<file path="src/rtl/player_ctrl_pkg.sv">
// Shared game constants and the player FSM encoding. The collision/score
// stage and the renderer import the same screen geometry from here.
package player_ctrl_pkg;

    // Horizontal geometry: column 0 centre, column pitch, per-tick step.
    localparam int         NUM_COLS    = 8;
    localparam logic [9:0] H_START     = 10'd40;
    localparam logic [9:0] COL_W       = 10'd80;
    localparam logic [9:0] H_STEP      = 10'd8;

    // Vertical geometry: spawn height, per-tick step and legal range.
    localparam logic [9:0] V_START     = 10'd240;
    localparam logic [9:0] V_STEP      = 10'd4;
    localparam logic [9:0] V_MIN       = 10'd20;
    localparam logic [9:0] V_MAX       = 10'd460;

    // Player sprite half-size, used by collision and rendering.
    localparam logic [9:0] PLAYER_HALF = 10'd20;

    // Level counter saturates here.
    localparam logic [9:0] MAX_LEVEL   = 10'd15;

    // Centre of the last column; arriving here completes a level.
    localparam logic [9:0] LAST_H      = H_START + COL_W * 10'(NUM_COLS - 1);

    typedef enum logic [1:0] {
        ST_IDLE    = 2'd0,
        ST_MOVE_H  = 2'd1,
        ST_RESPAWN = 2'd2
    } player_state_e;

    // Increment that sticks at the given ceiling.
    function automatic logic [9:0] sat_inc(input logic [9:0] x, input logic [9:0] ceil_v);
        return (x >= ceil_v) ? ceil_v : x + 10'd1;
    endfunction

endpackage

</file>
<file path="src/rtl/player_ctrl_btn_sync.sv">
// Two-flop synchroniser for one asynchronous button, plus a previous-value
// register so the owner gets both the clean level and a single-cycle rise.
module player_ctrl_btn_sync (
    input  logic clk,
    input  logic reset_n,
    input  logic btn_i,
    output logic level_o,
    output logic rise_o
);

    logic meta_q;
    logic sync_q;
    logic prev_q;

    // Synchroniser chain followed by the edge-detect history flop.
    always_ff @(posedge clk or negedge reset_n) begin
        if (!reset_n) begin
            meta_q <= 1'b0;
            sync_q <= 1'b0;
            prev_q <= 1'b0;
        end else begin
            meta_q <= btn_i;
            sync_q <= meta_q;
            prev_q <= sync_q;
        end
    end

    assign level_o = sync_q;
    assign rise_o  = sync_q & ~prev_q;

endmodule

</file>
<file path="src/rtl/player_ctrl.sv">
// Player state for the bar-dodging game: column position, height and level.
// Motion is applied only on the per-frame tick; a respawn request from the
// collision stage overrides everything except the hard reset.
module player_ctrl
    import player_ctrl_pkg::*;
(
    input  logic          clk,
    input  logic          reset_n,
    input  logic          tick,
    input  logic          btn_up,
    input  logic          btn_down,
    input  logic          btn_right,
    input  logic          reset_player,
    output logic [9:0]    player_h,
    output logic [9:0]    player_v,
    output logic [9:0]    level,
    output logic          moving,
    output player_state_e fsm_state
);

    logic up_lvl, up_rise;
    logic dn_lvl, dn_rise;
    logic rt_lvl, rt_rise;

    player_ctrl_btn_sync u_sync_up (
        .clk     (clk),
        .reset_n (reset_n),
        .btn_i   (btn_up),
        .level_o (up_lvl),
        .rise_o  (up_rise)
    );

    player_ctrl_btn_sync u_sync_down (
        .clk     (clk),
        .reset_n (reset_n),
        .btn_i   (btn_down),
        .level_o (dn_lvl),
        .rise_o  (dn_rise)
    );

    player_ctrl_btn_sync u_sync_right (
        .clk     (clk),
        .reset_n (reset_n),
        .btn_i   (btn_right),
        .level_o (rt_lvl),
        .rise_o  (rt_rise)
    );

    // Only the right button is edge-driven; the others are used as levels.
    logic unused_sync;
    assign unused_sync = up_rise ^ dn_rise ^ rt_lvl;

    player_state_e state_q;
    logic [9:0]    h_q;
    logic [9:0]    v_q;
    logic [9:0]    level_q;
    logic          moving_q;
    logic [9:0]    target_q;

    logic [10:0]   v_up_d;
    logic [10:0]   v_dn_d;
    logic [9:0]    v_d;
    logic [9:0]    h_step_d;

    // Clamped vertical candidate in 11-bit arithmetic so the edges never wrap.
    always_comb begin
        v_up_d   = {1'b0, v_q} - {1'b0, V_STEP};
        v_dn_d   = {1'b0, v_q} + {1'b0, V_STEP};
        h_step_d = h_q + H_STEP;
        v_d      = v_q;
        if (up_lvl && !dn_lvl) begin
            v_d = (v_up_d[10] || (v_up_d < {1'b0, V_MIN})) ? V_MIN : v_up_d[9:0];
        end else if (dn_lvl && !up_lvl) begin
            v_d = (v_dn_d > {1'b0, V_MAX}) ? V_MAX : v_dn_d[9:0];
        end
    end

    // Player FSM: respawn > level complete > horizontal step > vertical.
    always_ff @(posedge clk or negedge reset_n) begin
        if (!reset_n) begin
            state_q  <= ST_IDLE;
            h_q      <= H_START;
            v_q      <= V_START;
            level_q  <= '0;
            moving_q <= 1'b0;
            target_q <= H_START;
        end else if (reset_player) begin
            state_q  <= ST_RESPAWN;
            h_q      <= H_START;
            v_q      <= V_START;
            level_q  <= '0;
            moving_q <= 1'b0;
        end else begin
            unique case (state_q)
                ST_IDLE: begin
                    if (tick) begin
                        v_q <= v_d;
                    end
                    if (rt_rise) begin
                        target_q <= h_q + COL_W;
                        moving_q <= 1'b1;
                        state_q  <= ST_MOVE_H;
                    end
                end
                ST_MOVE_H: begin
                    // Right-button rises are ignored while a move is underway.
                    if (tick) begin
                        v_q <= v_d;
                        if (h_step_d == target_q) begin
                            // The last column is never held: wrap and score.
                            if (target_q == LAST_H) begin
                                h_q     <= H_START;
                                level_q <= sat_inc(level_q, MAX_LEVEL);
                            end else begin
                                h_q <= h_step_d;
                            end
                            moving_q <= 1'b0;
                            state_q  <= ST_IDLE;
                        end else begin
                            h_q <= h_step_d;
                        end
                    end
                end
                ST_RESPAWN: begin
                    // Release cycle: any right edge seen now is dropped.
                    state_q <= ST_IDLE;
                end
                default: begin
                    state_q <= ST_IDLE;
                end
            endcase
        end
    end

    assign player_h  = h_q;
    assign player_v  = v_q;
    assign level     = level_q;
    assign moving    = moving_q;
    assign fsm_state = state_q;

endmodule

</file>
<file path="config.mk">
export PLATFORM = sky130hd
export DESIGN_NAME = player_ctrl
export DESIGN_NICKNAME = d
export VERILOG_FILES = /design/src/rtl/player_ctrl_pkg.sv /design/src/rtl/player_ctrl_btn_sync.sv /design/src/rtl/player_ctrl.sv
export SDC_FILE = /design/constraint.sdc
export NUM_CORES = 1
export LEC_CHECK = 0
export ABC_AREA = 0
export BUFFER_PORTS_ARGS = -buffer_cell sky130_fd_sc_hd__buf_2
export CAP_MARGIN = 10
export CELL_PAD_IN_SITES_DETAIL_PLACEMENT = 0
export CELL_PAD_IN_SITES_GLOBAL_PLACEMENT = 1
export CORE_MARGIN = 2
export CORE_UTILIZATION = 47
export DETAILED_ROUTE_END_ITERATION = 6
export GPL_TIMING_DRIVEN = 0
export PLACE_DENSITY = 0.89
export RECOVER_POWER = 25
export SETUP_SLACK_MARGIN = 0.15
export SLEW_MARGIN = 20
export SYNTH_ARGS = -nofsm -noshare
export SYNTH_HDL_FRONTEND = slang
export SYNTH_SLANG_ARGS = --single-unit
</file>
<file path="constraint.sdc">
create_clock -name clk -period 4.3 [get_ports clk]
set_input_delay 0.86 -clock clk [delete_from_list [all_inputs] [get_ports clk]]
set_output_delay 0.86 -clock clk [all_outputs]
set_load 0.01 [all_outputs]
</file>
# Yosys cells after proc, flatten, opt, wreduce, memory -nomap -nowiden
# Index checks and enable logic that the tools add are counted.
classes:
  add_sub_neg: 5
  n_lt_le_gt_ge: 3
  eq_ne: 6
  n_mux: 28
  bitwise_logic: 3
  reduce_logical: 20
ops:
  columns: ["operator", "count"]
  rows:
  - ["10-bit two-way mux", 18]
  - ["10-bit by 3-bit adder with 11-bit output, second input constant", 1]
  - ["11-bit by 9-bit > comparator with 1-bit output, second input constant", 1]
  - ["11-bit by 5-bit < comparator with 1-bit output, second input constant", 1]
  - ["10-bit by 3-bit subtractor with 11-bit output, second input constant", 1]
  - ["10-bit by 1-bit adder with 10-bit output, second input constant", 1]
  - ["10-bit by 4-bit adder with 10-bit output, second input constant", 1]
  - ["10-bit by 7-bit adder with 10-bit output, second input constant", 1]
  - ["10-bit equality test", 1]
  - ["10-bit equality test, second input constant", 1]
  - ["10-bit by 4-bit greater-or-equal comparator with 1-bit output, second input constant", 1]
  - ["2-bit nonzero test", 5]
  - ["3-bit != test, second input constant", 3]
  - ["3-bit AND reduction", 3]
  - ["2-bit two-way mux", 4]
  - ["4-bit AND reduction", 2]
  - ["3-bit nonzero test", 2]
  - ["1-bit two-way mux", 4]
  - ["2-bit one-hot mux with 2 select lines", 1]
  - ["2-bit by 1-bit equality test with 1-bit output, second input constant", 1]
  - ["1-bit logical AND", 2]
  - ["1-bit logical NOT", 2]
  - ["2-bit logical NOT", 1]
  - ["1-bit inverter", 2]
  - ["other kinds (5)", 5]
totals:
  reg_bits: 50
  input_bits: 7
  output_inout_bits: 33
  elab_cells: 78

# Logic depth before layout (Yosys ltp)
depth:
  depth_word: 8
  depth_mapped: 10
  mapped_depth_nobuf: 8

# Hierarchy
# A second synthesis with hierarchy kept.
unflattened:
  cells_unflattened: 314
  hier_area_um2: 2900.3
modules_own_cells:
  columns: ["module", "instances", "cells_each", "area_per_inst_um2", "seq_area_each_um2"]
  rows:
  - ["player_ctrl", 1, 302, 2633.8, 885.8]
  - ["player_ctrl_btn_sync", 3, 4, 88.8, 75.1]

# Worst setup path after synthesis
# OpenSTA, ideal clock, no wires.
synth_timing:
  path_type: "reg2reg"
  start: "reg v_q[2], in the netlist player_v[2]"
  end: "reg v_q[7], in the netlist player_v[7]"
  setup_ns: 0.080
  arrival_ns: 2.396
  required_time_ns: 4.220
  path_slack_ns: 1.824
  stages_incl_launch_ff: 11
  path_buffers: 2
  synth_period_minus_slack_ns: 2.476
  path_cell_list: "dfrtp_1 -> buf_2 -> inv_1 -> ha_1 -> buf_6 -> or3b_4 -> o41ai_4 -> a21o_1 -> nand2_1 -> o32a_1 -> o22a_1"
synth_between:
  elab_chain_len: 8
  word_cells_on_any_way: 12
  cone_classes: "add/sub (2); order compare (2); mux (7); reduce/logical (1)"
synth_rtl:
  columns: ["item", "line_no", "text"]
  rows:
  - ["start: declaration", "player_ctrl.sv:55", "logic [9:0] v_q;"]
  - ["start signal: assignment", "player_ctrl.sv:97", "v_q <= v_d;"]
  - ["start signal: assignment", "player_ctrl.sv:108", "v_q <= v_d;"]
  - ["10-bit by 3-bit adder with 11-bit output or 10-bit by 3-bit subtractor with 11-bit output (tied branches)", "player_ctrl.sv:68, player_ctrl.sv:67", null]
  - ["11-bit by 9-bit > comparator with 1-bit output or 11-bit by 5-bit < comparator with 1-bit output (tied branches)", "player_ctrl.sv:74, player_ctrl.sv:72", null]
  - ["10-bit two-way mux or 1-bit logical OR (tied branches)", "player_ctrl.sv:74, player_ctrl.sv:72", null]
  - ["10-bit two-way mux, on equally long branches", "player_ctrl.sv:73, player_ctrl.sv:72", null]
  - ["10-bit two-way mux *", "player_ctrl.sv:71", "if (up_lvl && !dn_lvl) begin"]
  - ["10-bit two-way mux *", "player_ctrl.sv:96, player_ctrl.sv:107", null]
  - ["10-bit two-way mux *", null, null]
  - ["10-bit two-way mux *", "player_ctrl.sv:87", "end else if (reset_player) begin"]
# Mark *: on every way between the ends. The rest lies on a longest branch, timed or not. The select of a mux whose other input is x is not followed.
# A chain may end at the register's enable or synchronous reset.

# Worst setup path after layout
# Same ends and word-level chain as after synthesis.

==> metrics.yaml <==
global_route:
  grt_pass1_vias: 2402
  overflow: 0
  grt_pass1_wl_um: 11400
  grt_max_degree: 43
  grt_use_total_pct: 21.7
  antenna_found_initial: 0
placement:
  portBuffers: 34
  dp_cells: 440
  hpwlAfterDp_um: 4950
  gp_congestion: 0.919
  dp_slack_ns: 1.52
cells_and_area:
  area_delta_synth_final_pct: 14.6
  stdcell_count: 448
  drive_gt1_share_pct: 22.0
  diodes: 0
  fin_nets: 385
sta:
  timing.slew.headroom_pct: -47.5
  fmax_mhz: 350
  timing.hold.ws_ns: 0.353
  slew_violations: 43
  finalHoldViolCount: 0
  clock_skew_ns: 0.00286
  period_share_pct: 66.4
  fin_ws_ns: 1.44
  finalSetupTns_ns: 0
  fin_crit_ns: 2.86
  setup_violations: 0
  tightest_slew_ns: 2.21
  rsz0062_at_grt: "no"
floorplan:
  die_h_um: 81.8
  placeableCoreArea_sq_um: 5890
  dieArea_sq_um: 6690
  num_rows: 28
  fp.dieW_um: 81.8
  boundaryPins: 40
  start_util_pct: 48.3
clock_tree:
  cts_tree: "done"
  hold_buffers: 0
  clock_sinks: 42
  clk_pin_slew_ns: 0.08
  cts_buffers: 5
  clock_latency_ns: 0.29
  cts_resized: 0
  h-tree-depth: 2
  cts_max_path_buffers: 2
  cts-root-buf: "clkbuf_8"
  post_cts_buffers: 0
detailed_routing:
  drt_iter0_drc: 297
  dr.pass1.iters: 5
  avgRoutedWirePerCell_um: 15.1
  vias: 2590
  vias_per_cell: 5.78
  antenna_left: 0
  drt-total-wl_um: 6770
  drc: 0
critical_path:
  critPathLaunchType: "flop"
  crit_end: "player_v[7]$_DFFE_PN1P_"
  required_ns: 4.52
  crit_fanout: 10
  arrival_ns: 3.08
  worst_r2r_path_depth: 10
  r2r_end: "player_v[7]$_DFFE_PN1P_"
  cp-startpoint: "player_v[2]$_DFFE_PN0P_"
  r2r_setup_slack_ns: 1.44
  crit_path_end_kind: "flop"
  timing.rr.start: "player_v[2]$_DFFE_PN0P_"
  crit_type: "flop to flop"
logic_synthesis:
  synth_area_leaders: "dfrtp_1 (30%), dfstp_2 (7.4%), o21ai_0 (4.2%)"
  ys_types: 68
  synth-main-ff-cell: "dfrtp_1"
  synth-seq-cells: 42
  yosysWarnings: 0
  async_flop_share_pct: 100
  syn_avg_cell_area_sq_um: 8.69
  synth.most_common_cell: "dfrtp_1"
  netlist_instances: 327
  yosysTopAreaCell: "dfrtp_1"
  synth-edff-count: 0
  synth_top_area_share_pct: 29.9
  synth-seq-area-share_pct: 37.3
  syn-cell-area_sq_um: 2840
  synthTopCellsByCount: "dfrtp_1 (34), nand2_1 (28), nor2_1 (24), o21ai_0 (24), a21oi_1 (20)"
run_status:
  failed_checks: "capacitance limit, slew limit"
  status: "complete, but fails checks"
min_path:
  hp-class: "flop to flop"
flow_run:
  cap_violations: 1
power_and_ir_drop:
  ir_drop_v: 0.000351
  pwr_density_cell_nw_per_um2: 283
  p_leak_nw: 1.40
through the flow:
step | total power (W) | instance area, sq um | utilization (%)
CTS | 0.000934 | 3260 | 55.4
global route | 0.000970 | 3260 | 55.3
finish | 0.000921 | 3260 | 55.3
global placement | 0.000555 | 3120 | 53.0
detailed placement | 0.000559 | 3120 | 53.0
floorplan | 0.000522 | 2860 | -
worst min-delay path by stage:
stage / start / endpoint / depth (start not counted)
CTS: u_sync_up.meta_q$_DFF_PN0_ / u_sync_up.level_o$_DFF_PN0_ / 0
floorplan: u_sync_down.meta_q$_DFF_PN0_ / u_sync_down.level_o$_DFF_PN0_ / 0
finish: u_sync_down.meta_q$_DFF_PN0_ / u_sync_down.level_o$_DFF_PN0_ / 0
global route: u_sync_up.meta_q$_DFF_PN0_ / u_sync_up.level_o$_DFF_PN0_ / 0
detailed placement: u_sync_up.meta_q$_DFF_PN0_ / u_sync_up.level_o$_DFF_PN0_ / 0
global placement: u_sync_up.meta_q$_DFF_PN0_ / u_sync_up.level_o$_DFF_PN0_ / 0
sequential cells by signal, summed over array words and instances, names as in the netlist:
signal                count
u_sync_down.level_o       1
player_h                  7
u_sync_down.meta_q        1
u_sync_right.prev_q       1
target_q                  7
moving                    1
fsm_state                 2
u_sync_up.meta_q          1
u_sync_right.level_o      1
u_sync_right.meta_q       1
level                    10
u_sync_up.level_o         1
player_v                  8
cell usage in the layout (no fill, tap or decap), drive strengths merged, types with 6 or more instances in the layout:
master / instances
a31oi: 6
a21oi: 20
or3: 6
buf: 53
nand2: 28
inv: 16
nor3: 10
o21ai: 25
xor2: 7
ha: 6
nor2: 24
nand3: 14
dfstp: 8
dfrtp: 34
clkbuf: 15
xnor2: 10
cell type report:
cell class	count	area, sq um
tap	75	93.8
sequential	42	1060
timing repair buffer	34	168
clock inverter	3	68.8
fill	538	2630
inverter	16	60.1
clock buffer	5	68.8
buffer	29	186
multi-input combinational	244	1550
power by group:
part           leakage, nW  total [W]  switching (W)  internal (W)
Combinational        0.799   0.000114      0.0000660     0.0000480
Clock               0.0683   0.000370       0.000137      0.000233
Sequential           0.534   0.000437      0.0000197      0.000418
Total                 1.40   0.000921       0.000223      0.000698
logic make-up (layout without fill, tap and decap cells):
family	Yosys count	count (layout)	synth area share, %
and+or+nand+nor	118	118	22.1
AOI/OAI and AO/OA	96	96	23.2
buffers and inverters	45	87	8.67
DFF	42	42	37.3
xor gates and xnor gates	17	17	5.24
adders and majority gates	6	6	2.64
muxes	2	2	0.704
other	1	5	0.132
worst max-delay path: stages, from the launching register on:
cell	delay (ns)
dfrtp_1	0.46
buf_2	0.22
inv_1	0.13
ha_1	0.18
buf_6	0.14
or3b_4	0.43
o41ai_4	0.48
a21o_1	0.14
nand2_1	0.06
o32a_1	0.35
o22a_1	0.20
layer usage:
metal	global-route usage, %	wire, um	up-vias
met1	30.8	3130	1220
met3	3.96	423	6
met5	0	0	-
met2	34.0	3170	98
li1	-	-	1266
met4	5.67	44	0
No activity file was read; power rests on OpenSTA's default activity.
